File: config.mk
export PLATFORM = sky130hd
export DESIGN_NAME = control_ascensor_param
export DESIGN_NICKNAME = d
export VERILOG_FILES = /design/src/rtl/ascensor_pkg.sv /design/src/rtl/temporizador_ascensor.sv /design/src/rtl/control_ascensor_param.sv
export SDC_FILE = /design/constraint.sdc
export NUM_CORES = 1
export LEC_CHECK = 0
export BUFFER_PORTS_ARGS = -buffer_cell sky130_fd_sc_hd__buf_4
export CAP_MARGIN = 20
export CORE_ASPECT_RATIO = 1.2
export CORE_MARGIN = 5
export CORE_UTILIZATION = 49
export DETAILED_ROUTE_END_ITERATION = 10
export PLACE_DENSITY_LB_ADDON = 0.05
export SLEW_MARGIN = 10
export SYNTH_ARGS = -nofsm -noshare
export SYNTH_HDL_FRONTEND = slang
export SYNTH_SLANG_ARGS = --single-unit
File: constraint.sdc
create_clock -name clk -period 9.25 [get_ports clk]
set_clock_uncertainty 0.1 [all_clocks]
set_input_delay 0.4625 -clock clk [delete_from_list [all_inputs] [get_ports clk]]
set_output_delay 0.4625 -clock clk [all_outputs]
set_load 0.005 [all_outputs]
File: src/rtl/ascensor_pkg.sv
// rtl/ascensor_pkg.sv - shared types, encodings and call-evaluation helpers for the car controller
package ascensor_pkg;

    // Widest car the helper functions can evaluate; call vectors are zero-extended to this width.
    localparam int MAX_PISOS  = 32;
    localparam int PISO_W_MAX = $clog2(MAX_PISOS);

    typedef enum logic [2:0] {
        REPOSO,
        MOVIENDO,
        ABRIENDO,
        ABIERTA,
        CERRANDO
    } estado_t;

    localparam logic [1:0] PUERTAS_CERRADAS  = 2'b00;
    localparam logic [1:0] PUERTAS_ABIERTAS  = 2'b01;
    localparam logic [1:0] PUERTAS_ABRIENDO  = 2'b10;
    localparam logic [1:0] PUERTAS_CERRANDO  = 2'b11;

    localparam logic DIR_SUBE = 1'b1;
    localparam logic DIR_BAJA = 1'b0;

    // Any pending call strictly above floor 'piso'.
    function automatic logic hay_llamadas_arriba(input logic [MAX_PISOS-1:0]  llamadas,
                                                 input logic [PISO_W_MAX-1:0] piso);
        logic [PISO_W_MAX:0] desplaza;
        desplaza = {1'b0, piso} + (PISO_W_MAX+1)'(1);
        return |(llamadas >> desplaza);
    endfunction

    // Any pending call strictly below floor 'piso'.
    function automatic logic hay_llamadas_abajo(input logic [MAX_PISOS-1:0]  llamadas,
                                                input logic [PISO_W_MAX-1:0] piso);
        logic [MAX_PISOS-1:0] mascara;
        mascara = (MAX_PISOS'(1) << piso) - MAX_PISOS'(1);
        return |(llamadas & mascara);
    endfunction

    // A moving car stops at 'piso' for a car call, a hall call in its travel direction,
    // or an opposite hall call when nothing is waiting further along.
    function automatic logic piso_servido(input logic [MAX_PISOS-1:0]  cab,
                                          input logic [MAX_PISOS-1:0]  sube,
                                          input logic [MAX_PISOS-1:0]  baja,
                                          input logic [PISO_W_MAX-1:0] piso,
                                          input logic                  dir,
                                          input logic                  arriba,
                                          input logic                  abajo);
        if (dir == DIR_SUBE)
            return cab[piso] | sube[piso] | (baja[piso] & ~arriba);
        else
            return cab[piso] | baja[piso] | (sube[piso] & ~abajo);
    endfunction

endpackage

File: src/rtl/temporizador_ascensor.sv
// rtl/temporizador_ascensor.sv - loadable down-counter with expiry flag for travel and door timing
module temporizador_ascensor #(
    parameter int W = 4
) (
    input  logic         clk,
    input  logic         rst,
    input  logic         carga,
    input  logic [W-1:0] valor,
    output logic         expirado
);

    logic [W-1:0] cuenta;

    // Load takes priority; otherwise count down and rest at zero.
    always_ff @(posedge clk or posedge rst) begin
        if (rst)
            cuenta <= '0;
        else if (carga)
            cuenta <= valor;
        else if (cuenta != '0)
            cuenta <= cuenta - W'(1);
    end

    assign expirado = (cuenta == '0);

endmodule

File: src/rtl/control_ascensor_param.sv
// rtl/control_ascensor_param.sv - single-car SCAN controller; ASCENSOR_EMERGENCIA_EN adds recall to floor 0
module control_ascensor_param
    import ascensor_pkg::*;
#(
    parameter int N_PISOS   = 4,
    parameter int T_VIAJE   = 8,
    parameter int T_PUERTA  = 4,
    parameter int T_ABIERTA = 16
) (
    input  logic                       clk,
    input  logic                       rst,
    input  logic [N_PISOS-1:0]         llamada_sube,
    input  logic [N_PISOS-1:0]         llamada_baja,
    input  logic [N_PISOS-1:0]         llamada_cabina,
    input  logic                       boton_abrir,
    input  logic                       boton_cerrar,
    input  logic                       sensor,
`ifdef ASCENSOR_EMERGENCIA_EN
    input  logic                       emergencia,
`endif
    output logic [N_PISOS-1:0]         luces_sube,
    output logic [N_PISOS-1:0]         luces_baja,
    output logic [N_PISOS-1:0]         luces_cabina,
    output logic [$clog2(N_PISOS)-1:0] piso_actual,
    output logic                       direccion,
    output logic                       moviendo,
    output logic [1:0]                 puertas,
    output logic [N_PISOS-1:0]         aviso
);

    localparam int PW    = $clog2(N_PISOS);
    localparam int T_MAX = (T_VIAJE > T_PUERTA) ? ((T_VIAJE > T_ABIERTA) ? T_VIAJE : T_ABIERTA)
                                                : ((T_PUERTA > T_ABIERTA) ? T_PUERTA : T_ABIERTA);
    localparam int TW    = $clog2(T_MAX + 1);
    localparam logic [PW-1:0]      PISO_MAX     = PW'(N_PISOS - 1);
    localparam logic [N_PISOS-1:0] UNO          = N_PISOS'(1);
    localparam logic [N_PISOS-1:0] MASCARA_SUBE = {1'b0, {(N_PISOS-1){1'b1}}};
    localparam logic [N_PISOS-1:0] MASCARA_BAJA = {{(N_PISOS-1){1'b1}}, 1'b0};

    estado_t             estado, estado_sig;
    logic [PW-1:0]       piso_sig, p_eval;
    logic                dir_sig, d_eval, dir_nueva;
    logic                carga, expirado, entra_servicio, represion;
    logic [TW-1:0]       valor;
    logic                arriba, abajo, aqui, servido, sin_mas, emerg;
    logic [N_PISOS-1:0]  oh_eval, limpia_cab, limpia_sube, limpia_baja;
    logic [N_PISOS-1:0]  bloq_cab, bloq_sube, bloq_baja;
    logic [MAX_PISOS-1:0]  cab_x, sube_x, baja_x;
    logic [PISO_W_MAX-1:0] p_x;

`ifdef ASCENSOR_EMERGENCIA_EN
    assign emerg = emergencia;
`else
    assign emerg = 1'b0;
`endif

    temporizador_ascensor #(.W(TW)) u_temporizador (
        .clk      (clk),
        .rst      (rst),
        .carga    (carga),
        .valor    (valor),
        .expirado (expirado)
    );

    // Floor and direction the current decision refers to: the next floor on travel expiry.
    always_comb begin
        p_eval = piso_actual;
        d_eval = direccion;
        if (estado == MOVIENDO && expirado) begin
            if (direccion == DIR_SUBE && piso_actual != PISO_MAX)
                p_eval = piso_actual + PW'(1);
            else if (direccion == DIR_BAJA && piso_actual != '0)
                p_eval = piso_actual - PW'(1);
            if (p_eval == '0)
                d_eval = DIR_SUBE;
            else if (p_eval == PISO_MAX)
                d_eval = DIR_BAJA;
            if (emerg)
                d_eval = DIR_BAJA;
        end
    end

    // Widen latched calls and floor index for the shared helper functions.
    always_comb begin
        cab_x  = '0;
        sube_x = '0;
        baja_x = '0;
        p_x    = '0;
        cab_x[N_PISOS-1:0]  = luces_cabina;
        sube_x[N_PISOS-1:0] = luces_sube;
        baja_x[N_PISOS-1:0] = luces_baja;
        p_x[PW-1:0]         = p_eval;
    end

    assign arriba    = hay_llamadas_arriba(cab_x | sube_x | baja_x, p_x);
    assign abajo     = hay_llamadas_abajo(cab_x | sube_x | baja_x, p_x);
    assign aqui      = cab_x[p_x] | sube_x[p_x] | baja_x[p_x];
    assign servido   = piso_servido(cab_x, sube_x, baja_x, p_x, d_eval, arriba, abajo);
    assign sin_mas   = ~arriba & ~abajo;
    assign oh_eval   = UNO << p_eval;
    // Direction the car will leave in once the doors close; decides which hall call is served.
    assign dir_nueva = (d_eval == DIR_SUBE) ? ((arriba | ~abajo) ? DIR_SUBE : DIR_BAJA)
                                            : ((abajo | ~arriba) ? DIR_BAJA : DIR_SUBE);

    // Calls just served at this floor are not relatched while the doors are open or opening.
    always_comb begin
        bloq_cab  = '0;
        bloq_sube = '0;
        bloq_baja = '0;
        if (estado == ABRIENDO || estado == ABIERTA) begin
            bloq_cab = oh_eval;
            if (direccion == DIR_SUBE || sin_mas) bloq_sube = oh_eval;
            if (direccion == DIR_BAJA || sin_mas) bloq_baja = oh_eval;
        end
    end

    assign represion = |(llamada_cabina & bloq_cab) | |(llamada_sube & MASCARA_SUBE & bloq_sube)
                     | |(llamada_baja & MASCARA_BAJA & bloq_baja);

    // Next state, timer loads and call clearing.
    always_comb begin
        estado_sig     = estado;
        piso_sig       = piso_actual;
        dir_sig        = direccion;
        carga          = 1'b0;
        valor          = '0;
        entra_servicio = 1'b0;
        case (estado)
            REPOSO: begin
                if (emerg ? (piso_actual == '0) : aqui) begin
                    entra_servicio = 1'b1;
                end else if (emerg || arriba || abajo) begin
                    estado_sig = MOVIENDO;
                    carga      = 1'b1;
                    valor      = TW'(T_VIAJE - 1);
                    if (!(arriba && abajo)) dir_sig = arriba ? DIR_SUBE : DIR_BAJA;
                end
            end
            MOVIENDO: begin
                if (expirado) begin
                    piso_sig = p_eval;
                    dir_sig  = d_eval;
                    if (emerg ? (p_eval == '0) : servido) begin
                        entra_servicio = 1'b1;
                    end else begin
                        carga = 1'b1;
                        valor = TW'(T_VIAJE - 1);
                    end
                end
            end
            ABRIENDO: begin
                if (expirado) begin
                    estado_sig = ABIERTA;
                    carga      = 1'b1;
                    valor      = TW'(T_ABIERTA - 1);
                end
            end
            ABIERTA: begin
                if (emerg) begin
                    // Recall: hold open at floor 0, elsewhere close as soon as the way is clear.
                    if (piso_actual == '0) begin
                        carga = 1'b1;
                        valor = TW'(T_ABIERTA - 1);
                    end else if (!sensor) begin
                        estado_sig = CERRANDO;
                        carga      = 1'b1;
                        valor      = TW'(T_PUERTA - 1);
                    end
                end else if (boton_abrir || represion || (sensor && !expirado)) begin
                    carga = 1'b1;
                    valor = TW'(T_ABIERTA - 1);
                end else if (!sensor && (boton_cerrar || expirado)) begin
                    estado_sig = CERRANDO;
                    carga      = 1'b1;
                    valor      = TW'(T_PUERTA - 1);
                end
            end
            CERRANDO: begin
                if (sensor || (boton_abrir && !emerg)) begin
                    estado_sig = ABRIENDO;
                    carga      = 1'b1;
                    valor      = TW'(T_PUERTA - 1);
                end else if (expirado) begin
                    estado_sig = REPOSO;
                end
            end
            default: estado_sig = REPOSO;
        endcase
        if (entra_servicio) begin
            estado_sig = ABRIENDO;
            carga      = 1'b1;
            valor      = TW'(T_PUERTA - 1);
            dir_sig    = dir_nueva;
        end
        if (emerg && !(estado == MOVIENDO && !expirado))
            dir_sig = DIR_BAJA;
    end

    assign limpia_cab  = entra_servicio ? oh_eval : '0;
    assign limpia_sube = (entra_servicio && (dir_nueva == DIR_SUBE || sin_mas)) ? oh_eval : '0;
    assign limpia_baja = (entra_servicio && (dir_nueva == DIR_BAJA || sin_mas)) ? oh_eval : '0;

    // State, position, direction, call lights and chime registers.
    always_ff @(posedge clk or posedge rst) begin
        if (rst) begin
            estado       <= REPOSO;
            piso_actual  <= '0;
            direccion    <= DIR_SUBE;
            luces_cabina <= '0;
            luces_sube   <= '0;
            luces_baja   <= '0;
            aviso        <= '0;
        end else begin
            estado       <= estado_sig;
            piso_actual  <= piso_sig;
            direccion    <= dir_sig;
            luces_cabina <= emerg ? '0 : ((luces_cabina | (llamada_cabina & ~bloq_cab)) & ~limpia_cab);
            luces_sube   <= emerg ? '0 : ((luces_sube | (llamada_sube & MASCARA_SUBE & ~bloq_sube)) & ~limpia_sube);
            luces_baja   <= emerg ? '0 : ((luces_baja | (llamada_baja & MASCARA_BAJA & ~bloq_baja)) & ~limpia_baja);
            aviso        <= entra_servicio ? oh_eval : '0;
        end
    end

    // Door and motion indications follow the state directly.
    always_comb begin
        moviendo = (estado == MOVIENDO);
        case (estado)
            ABRIENDO: puertas = PUERTAS_ABRIENDO;
            ABIERTA:  puertas = PUERTAS_ABIERTAS;
            CERRANDO: puertas = PUERTAS_CERRANDO;
            default:  puertas = PUERTAS_CERRADAS;
        endcase
    end

endmodule
## Word level (Yosys, flattened, before mapping)

Index checks and enable logic that the tools add are counted.

| word-level totals | value |
|---|---|
| register bits after elaboration | 27 |
| input bits | 17 |
| logic and storage cells | 172 |

| cells by class | value |
|---|---|
| add/sub/neg operators | 5 |
| magnitude comparators | 1 |
| equal/unequal tests | 15 |
| shift-type cells | 3 |
| muxes and demuxes | 68 |
| bitwise logic cells | 37 |
| reductions and logical operators | 35 |

Operators by type and width:

| operator | number |
|---|---|
| OR reduction 32 bit | 2 |
| two-way mux 4 bit | 10 |
| two-way mux 3 bit | 12 |
| AND 4 x 32 -> 32 bit | 1 |
| left shift 1 x 2 -> 32 bit (first input constant) | 1 |
| right shift 32 x 3 -> 32 bit | 1 |
| subtractor 32 x 2 -> 32 bit (second input constant) | 1 |
| AND 4 bit | 7 |
| two-way mux 1 bit | 28 |
| inverter 4 bit | 6 |
| OR 4 bit | 5 |
| one-hot mux 4 bit (5 select lines) | 1 |
| two-way mux 5 bit | 3 |
| inequality test 3 bit (second input constant) | 5 |
| one-hot mux 3 bit (5 select lines) | 1 |
| two-way mux 2 bit | 6 |
| OR reduction 4 bit | 3 |
| logical OR 1 bit | 10 |
| OR 1 bit | 9 |
| AND 3 x 4 -> 4 bit | 2 |
| logical AND 1 bit | 8 |
| AND reduction 7 bit | 1 |
| binary-select mux 1 bit (select 2 bit) | 3 |
| == test 3 x 2 -> 1 bit (second input constant) | 2 |
| other kinds (28) | 36 |

## Depth between registers and ports, before layout

Gate-level depths: netlist (run 1).

| depth | value |
|---|---|
| word-level depth | 25 |
| depth in mapped cells | 15 |
| depth with buffers taken out | 12 |

## Hierarchy

From an unflattened synthesis (run 1), not the netlist that was laid out.

| second synthesis, totals | value |
|---|---|
| cells, all modules | 279 |
| area, all modules | 2391.0 um^2 |

Modules (own cells, without submodules):

| module | instances | cells each | area an instance (um^2) | seq. area each (um^2) |
|---|---|---|---|---|
| control_ascensor_param | 1 | 251 | 2108.3 | 551.8 |
| temporizador_ascensor | 1 | 28 | 282.8 | 125.1 |

## Least setup slack after synthesis (run 1)

OpenSTA, ideal clock, no wires.

| path | value |
|---|---|
| path type | register -> register |
| start point | register u_temporizador.cuenta[0] |
| end point | register estado[0] |
| arrival | 3.534 ns |
| data required time | 9.071 ns |
| setup slack | 5.537 ns |
| stages on the path, launching flop included | 13 |
| path buffers | 1 |
| period minus slack after synthesis | 3.713 ns |
| cells stage by stage | dfrtp_1 inv_1 ha_1 or4b_1 o31ai_2 and2_4 buf_6 mux4_2 or3b_1 a22o_1 a21oi_2 or4b_1 mux2i_1 |

| between the ends | value |
|---|---|
| cells in the longest elaborated chain, start to end | 20 |
| elaborated cells on any way between the ends | 64 |
| classes of those cells | add/sub: 2; eq/ne: 7; shift: 3; mux: 19; bitwise: 16; reduce/logical: 17 |

RTL lines:

| element | RTL line | source |
|---|---|---|
| start, declared | temporizador_ascensor.sv:12 | `logic [W-1:0] cuenta;` |
| start signal, assigned | temporizador_ascensor.sv:19 | `cuenta <= valor;` |
| start signal, assigned | temporizador_ascensor.sv:21 | `cuenta <= cuenta - W'(1);` |
| zero test 5 bit (*) | temporizador_ascensor.sv:24 | `assign expirado = (cuenta == '0);` |
| logical AND 1 bit | control_ascensor_param.sv:69 | `if (estado == MOVIENDO && expirado) begin` |
| two-way mux 2 bit | control_ascensor_param.sv:69 |  |
| left shift 1 x 2 -> 32 bit | ascensor_pkg.sv:36 | `mascara = (MAX_PISOS'(1) << piso) - MAX_PISOS'(1);` |
| subtractor 32 x 2 -> 32 bit | ascensor_pkg.sv:36 |  |
| AND 4 x 32 -> 32 bit | ascensor_pkg.sv:37 | `return \|(llamadas & mascara);` |
| OR reduction 32 bit | ascensor_pkg.sv:37 |  |
| inverter 1 bit | ascensor_pkg.sv:52, control_ascensor_param.sv:99 |  |
| [... 3 more ...] | -- |  |
| two-way mux 4 bit | control_ascensor_param.sv:110 | `if (estado == ABRIENDO \|\| estado == ABIERTA) begin` |
| AND 3 x 4 -> 4 bit | control_ascensor_param.sv:117 | `assign represion = \|(llamada_cabina & bloq_cab) \| \|(llamada_sube & MASCARA_SUBE & bloq_sube)` |
| OR reduction 4 bit | control_ascensor_param.sv:117 |  |
| OR 1 bit | control_ascensor_param.sv:117 |  |
| OR 1 bit | control_ascensor_param.sv:118 | `\| \|(llamada_baja & MASCARA_BAJA & bloq_baja);` |
| logical OR 1 bit (2 in a row) | control_ascensor_param.sv:169 | `end else if (boton_abrir \|\| represion \|\| (sensor && !expirado)) begin` |
| inequality test 3 bit (no source line) | -- |  |
| AND reduction 7 bit (no source line) | -- |  |
| end signal, assigned | control_ascensor_param.sv:214 | `estado <= estado_sig;` |
| end, declared | control_ascensor_param.sv:40 | `estado_t estado, estado_sig;` |

Mark *: on every way between the ends. The rest lies on a longest branch, timed or not. The select of a mux whose other input is x is not followed.
A chain may end at the register's enable or synchronous reset.

## Worst setup path in the final report (run 1)

Same ends and word-level chain as after synthesis.

==> results of run 1 <==
-- critical path, stage by stage (launching register included) --
cell,delay (ns)
dfrtp_1,0.41
inv_1,0.11
ha_1,0.18
or4b_1,0.71
o31ai_2,0.48
and2_4,0.33
mux4_2,0.54
or3b_1,0.37
a22o_1,0.25
a21oi_2,0.50
or4b_1,0.50
mux2i_1,0.14
-- flip-flops by register name (all words and copies together), names as in the netlist --
signal / flops
piso_actual: 2
direccion: 1
luces_sube: 4
estado: 3
luces_cabina: 4
aviso: 4
luces_baja: 4
u_temporizador.cuenta: 5
-- per-layer routing --
metal / share of wire / up-vias
met5: 0 / -
met4: 0.037 / 0
met3: 0.063 / 19
met2: 0.49 / 101
met1: 0.42 / 1016
li1: - / 1064
-- stage by stage --
stage	cell area [um2]	setup slack [ns]	cells	hold WS, ns	utilization
floorplan	2220	5.54	269	0.404	-
global placement	2480	4.63	348	0.434	0.574
detailed placement	2480	4.61	348	0.440	0.574
CTS	2530	4.56	352	0.323	0.585
global route	2550	4.33	353	0.202	0.588
finish	2550	4.56	353	0.155	0.588
-- layout by cell type, fill, tap and decap left out, drive strengths merged, types with 2 or more instances in the layout --
cell type	count
nand3	10
mux4	2
a32oi	2
or3b	2
xnor2	2
clkbuf	3
buf	38
a21boi	4
ha	5
inv	12
o211ai	5
o21a	5
nor2	27
a21oi	27
o2bb2ai	2
o21ai	16
mux2i	4
o211a	2
xor2	2
o31ai	3
dfrtp	26
or4b	2
nor4	6
or3	3
nand2	26
a22o	2
nor3	18
a221oi	2
mux2	4
and2	2
nand3b	2
a211oi	7
nand4	3
-- worst paths after layout --
kind | slack (ns) | cells past startpoint | end | startpoint
hold / removal | 0.15 | 2 | estado[2] | rst
hold reg to reg | 0.46 | 2 | u_temporizador.cuenta[1] | u_temporizador.cuenta[1]
min in group clk | 0.32 | 3 | luces_cabina[2] | llamada_cabina[2]
setup reg to reg | 4.56 | 11 | estado[0] | u_temporizador.cuenta[0]
max in group asynchronous | 8.30 | 3 | direccion | rst
setup / recovery | 4.56 | 11 | estado[0] | u_temporizador.cuenta[0]
-- power by group --
part	switching, mW	internal (mW)	total (mW)
logic	0.215	0.161	0.376
registers	0.0550	0.148	0.203
clock network	0.0420	0.0307	0.0726
total	0.312	0.340	0.652
-- cells by family after synthesis --
kind of cell / Yosys count / synth area share
and+or+nand+nor: 107 / 0.258
muxes: 10 / 0.0587
xor gates and xnor gates: 4 / 0.0158
adders and majority gates: 5 / 0.0282
DFF: 27 / 0.305
AOI/OAI and AO/OA: 89 / 0.272
buffers and inverters: 27 / 0.0615
-- layout make-up --
class | instances | area (um2)
Fill cell | 402 | 1780
Multi-Input combinational cell | 215 | 1400
Sequential cell | 27 | 677
Timing Repair Buffer | 38 | 293
Tap cell | 56 | 70.1
Inverter | 13 | 53.8
Clock buffer | 3 | 41.3
Clock inverter | 1 | 7.51
==> metrics.md, run 1 <==
| Metric | Value |
|---|---|
| Main synth FF type | `dfrtp_1` |
| Hold buffer count at cts | `0` |
| Die height | `83.7 um` |
| Critical path required time | `9.36 ns` |
| Leak | `1.05 nW` |
| Setup repair bufs after CTS | `0` |
| Critical path peak fanout | `13` |
| RSZ-0062 raised after global routing | `no` |
| Syn nets | `291` |
| M2 GR Usage | `0.360` |
| Status | `finished, final reports clean` |
| Max Root-Sink Buffers | `2` |
| Actual slew at the worst max-slew pin | `0.659 ns` |
| Cts repair resizes | `0` |
| Global-route wire length before repair | `10.5 mm` |
| F_max | `0.213 GHz` |
| Core Region | `4330 um2` |
| DIE WIDTH | `71.4 um` |
| DRT iter0 DRCs | `147` |
| Flop and latch count out of synthesis | `27` |
| Ant diodes | `0` |
| Most frequent cells after synthesis | `27 x nor2_1, 26 x a21oi_1, 26 x dfrtp_1, 26 x nand2_1, 18 x nor3_1` |
| Post-route DRC | `0` |
| Syn_area_per_cell | `8.24 um2` |
| Share of cells above drive strength 1 | `0.202` |
| Min Tclk post-route | `4.69 ns` |
| Largest net degree at the start of global routing | `28` |
| Port Buf Inserts | `36` |
| Core Rows | `26` |
| RD Place Congestion | `0.867` |
| Power Total | `0.652 mW` |
| Met3 global-route usage | `0.0277` |
| CP Capture Type | `register` |
| Die Area | `5980 um2` |
| Post-synth EDFFs | `0` |
| Routed length per placed instance | `18.6 um` |
| Post-synthesis sequential area ratio | `0.305` |
| Antenna violations before repair | `0` |
| Vias in the first global route | `2,072` |
| Crit Path Class | `reg -> reg` |
| Most common cell in the synthesized netlist | `nor2_1` |
| Synth async-reset ratio | `1.00` |
| Max cap viols | `0` |
| M1 GR Usage | `0.298` |
| H-tree Lvls | `1` |
| Worst Hold Class | `in -> async` |
| Gr usage total | `0.222` |
| TritonCTS clock tree | `built` |
| Clock Sink Count | `27` |
| Antenna viol nets, final | `0` |
| Arrival time worst endpoint | `4.81 ns` |
| Setup TNS | `0 ns` |
| Layout net count | `320` |
| Pwr Density | `256 nW/um2` |
| GR peak layer | `met2` |
| Hold Fails Final Rpt | `0` |
| Final setup viols | `0` |
| First-pass DRT Iterations | `4` |
| Top post-synthesis cells by area | `dfrtp_1 29%, a21oi_1 5.9%, nor2_1 4.6%` |
| Clk root buf | `clkbuf_8` |
| Relative slew slack | `0.548` |
| Grt ovf | `0` |
| Post-synth top area share | `0.293` |
| DR vias/cell | `6.23` |
| Area delta synth->final | `14.8%` |
| DP HPWL | `5.00 mm` |
| Starting Density | `0.512` |
| CP startpoint kind | `register` |
| Clock Latency Late Sink | `0.28 ns` |
| Via count | `2,200` |
| Num CTS Buffers | `3` |
| Post-synthesis cell count | `269` |
| Slew Limit Fails | `0` |
| IO Pins | `39` |
| CTS clk-pin slew, worst paths | `0.11 ns` |
| Synth cell types | `62` |
| Synth area leader | `dfrtp_1` |
| YS warnings | `0` |
| Peak supply drop | `126 uV` |
| Synthesized area | `2220 um2` |
| Overall routed net length | `6.57 mm` |
| Period utilisation layout | `0.507` |
Note: power is estimated with default switching activity, not from simulation.
==> run 2: changes to the inputs <==
- clock period: 9.25 -> 4.5 ns (I/O delays scaled with it)
==> run 2 against run 1 <==
Sequential power grew 94%. Worst hold slack lost 0.071 ns. First-iteration DRC count shrank 0.68%. Combinational power grew 120%. Cell count grew 3.1%. Utilization grew 2.0 points. Die area is the same. Clock-buffer cell count is the same. Via count grew 1.4%. Sequential share of layout area shrank 0.86 points. Register-to-register slack lost 4.1 ns. Critical path type unchanged.
==> metrics.md, run 2 (same netlist as run 1, synthesis figures left out) <==
| Metric | Value |
|---|---|
| Die height | `83.7 um` |
| Most frequent CP cell | `or4b_1` |
| Area delta synth->final | `18.7%` |
| Routed length per placed instance | `18.0 um` |
| Pwr Density | `519 nW/um2` |
| Relative slew slack | `0.548` |
| Overall routed net length | `6.56 mm` |
| GR peak layer | `met2` |
| Setup repair bufs after CTS | `0` |
| Met3 global-route usage | `0.0241` |
| F_max | `0.250 GHz` |
| Commonest non-fill, non-tap cell in the layout | `buf_4` |
| Power Total | `1.37 mW` |
| Hold buffer count at cts | `0` |
| Largest Register | `u_temporizador.cuenta` |
| Antenna viol nets, final | `0` |
| Slew Limit Fails | `0` |
| H-tree Lvls | `1` |
| Critical path required time | `4.60 ns` |
| Actual slew at the worst max-slew pin | `0.659 ns` |
| CP startpoint kind | `register` |
| M2 GR Usage | `0.365` |
| Worst Hold Class | `in -> reg` |
| Period utilisation layout | `0.888` |
| CP Capture Type | `register` |
| Layout net count | `331` |
| First-pass DRT Iterations | `4` |
| Crit Path Class | `reg -> reg` |
| Core Region | `4330 um2` |
| CP max-delay cell | `mux4_2` |
| Hold Fails Final Rpt | `0` |
| Gr usage total | `0.225` |
| Grt ovf | `0` |
| Clock Sink Count | `27` |
| Post-route DRC | `0` |
| Ant diodes | `0` |
| Max reg flops | `5` |
| Final setup viols | `0` |
| Starting Density | `0.512` |
| Largest net degree at the start of global routing | `28` |
| Most frequent cells in the layout | `47 x buf_4, 27 x nor2_1, 26 x a21oi_1, 26 x nand2_1, 26 x dfrtp_1` |
| Final Non-Filler Cells | `364` |
| DRT iter0 DRCs | `146` |
| Max cap viols | `0` |
| Status | `finished, final reports clean` |
| Critical path peak fanout | `13` |
| Share of cells above drive strength 1 | `0.227` |
| Via count | `2,231` |
| Min Tclk post-route | `4.00 ns` |
| Arrival time worst endpoint | `4.10 ns` |
| DR vias/cell | `6.13` |
| Final Cell Area | `2630 um2` |
| Antenna violations before repair | `0` |
| Port Buf Inserts | `36` |
| IO Pins | `39` |
| Post-Place Cell Area | `2560 um2` |
| TritonCTS clock tree | `built` |
| Leak | `1.10 nW` |
| Clk root buf | `clkbuf_8` |
| Cts repair resizes | `0` |
| Core Rows | `26` |
| Fillers | `407` |
| CTS clk-pin slew, worst paths | `0.10 ns` |
| Setup TNS | `0 ns` |
| Worst hold margin | `0.0836 ns` |
| Placed cell count | `358` |
| DIE WIDTH | `71.4 um` |
| M1 GR Usage | `0.305` |
| Vias in the first global route | `2,202` |
| Peak supply drop | `196 uV` |
| RD Place Congestion | `0.890` |
| Max Root-Sink Buffers | `2` |
| RSZ-0062 raised after global routing | `no` |
| Num CTS Buffers | `3` |
| Crit path cell chain | `inv_1 > ha_1 > or4b_1 > o31ai_2 > and2_4 > mux4_2 > or3b_1 > a22o_1 > a21oi_2 > or4b_1 > mux2i_1` |
| CP peak stage delay | `0.55 ns` |
| Clock Latency Late Sink | `0.28 ns` |
| Global-route wire length before repair | `10.9 mm` |
| Die Area | `5980 um2` |
| DP HPWL | `5.13 mm` |
## run 2: cell types whose count changed in the layout (fill, tap and decap cells not counted)
cell and delta:
buf_4 +10, dlygate4sd3_1 +1
## run 2: metal layers
metal / vias to the layer above / share of wire / wire length [um]
met1: 1052 / 0.44 / 2880
met3: 15 / 0.049 / 322
met2: 82 / 0.48 / 3180
li1: 1082 / - / -
met4: 0 / 0.028 / 183
met5: - / 0 / 0
## run 2: worst max-delay path, delay by kind of cell (launching register included)
kind                       cells  cell delay (ns)
AOI/OAI and AO/OA              3             0.82
adders and majority gates      1             0.17
buffers and inverters          1             0.10
DFF                            1             0.40
muxes                          2             0.71
and+or+nand+nor                4             1.64
## run 2: cell type report
| cell class | count | area (um2) | area share |
|---|---|---|---|
| timing repair buffer | 49 | 378 | 0.144 |
| multi-input combinational | 215 | 1400 | 0.534 |
| inverter | 13 | 53.8 | 0.0204 |
| tap | 56 | 70.1 | 0.0266 |
| sequential | 27 | 677 | 0.257 |
| clock buffer | 3 | 41.3 | 0.0157 |
| clock inverter | 1 | 7.51 | 0.00285 |
## run 2: per-stage QoR
step                worst slack, ns   util
floorplan                     0.787      -
global route                  0.242  0.608
finish                        0.502  0.608
CTS                           0.490  0.602
detailed placement            0.517  0.591
global placement              0.519  0.591
## run 2: power by group
| group | total, mW | switching, mW | internal (mW) |
|---|---|---|---|
| logic | 0.829 | 0.467 | 0.362 |
| clock network | 0.145 | 0.0818 | 0.0630 |
| registers | 0.393 | 0.0878 | 0.305 |
| total | 1.37 | 0.636 | 0.730 |
## run 2: worst paths after layout
path	startpoint	end	slack, ns	cells after the start
setup / recovery	u_temporizador.cuenta[0]	estado[0]	0.50	11
max in group asynchronous	rst	direccion	3.27	4
hold / removal	llamada_cabina[2]	luces_cabina[2]	0.08	3
min in group asynchronous	rst	estado[2]	0.45	3
setup reg to reg	u_temporizador.cuenta[0]	estado[0]	0.50	11
hold reg to reg	u_temporizador.cuenta[1]	u_temporizador.cuenta[1]	0.46	2
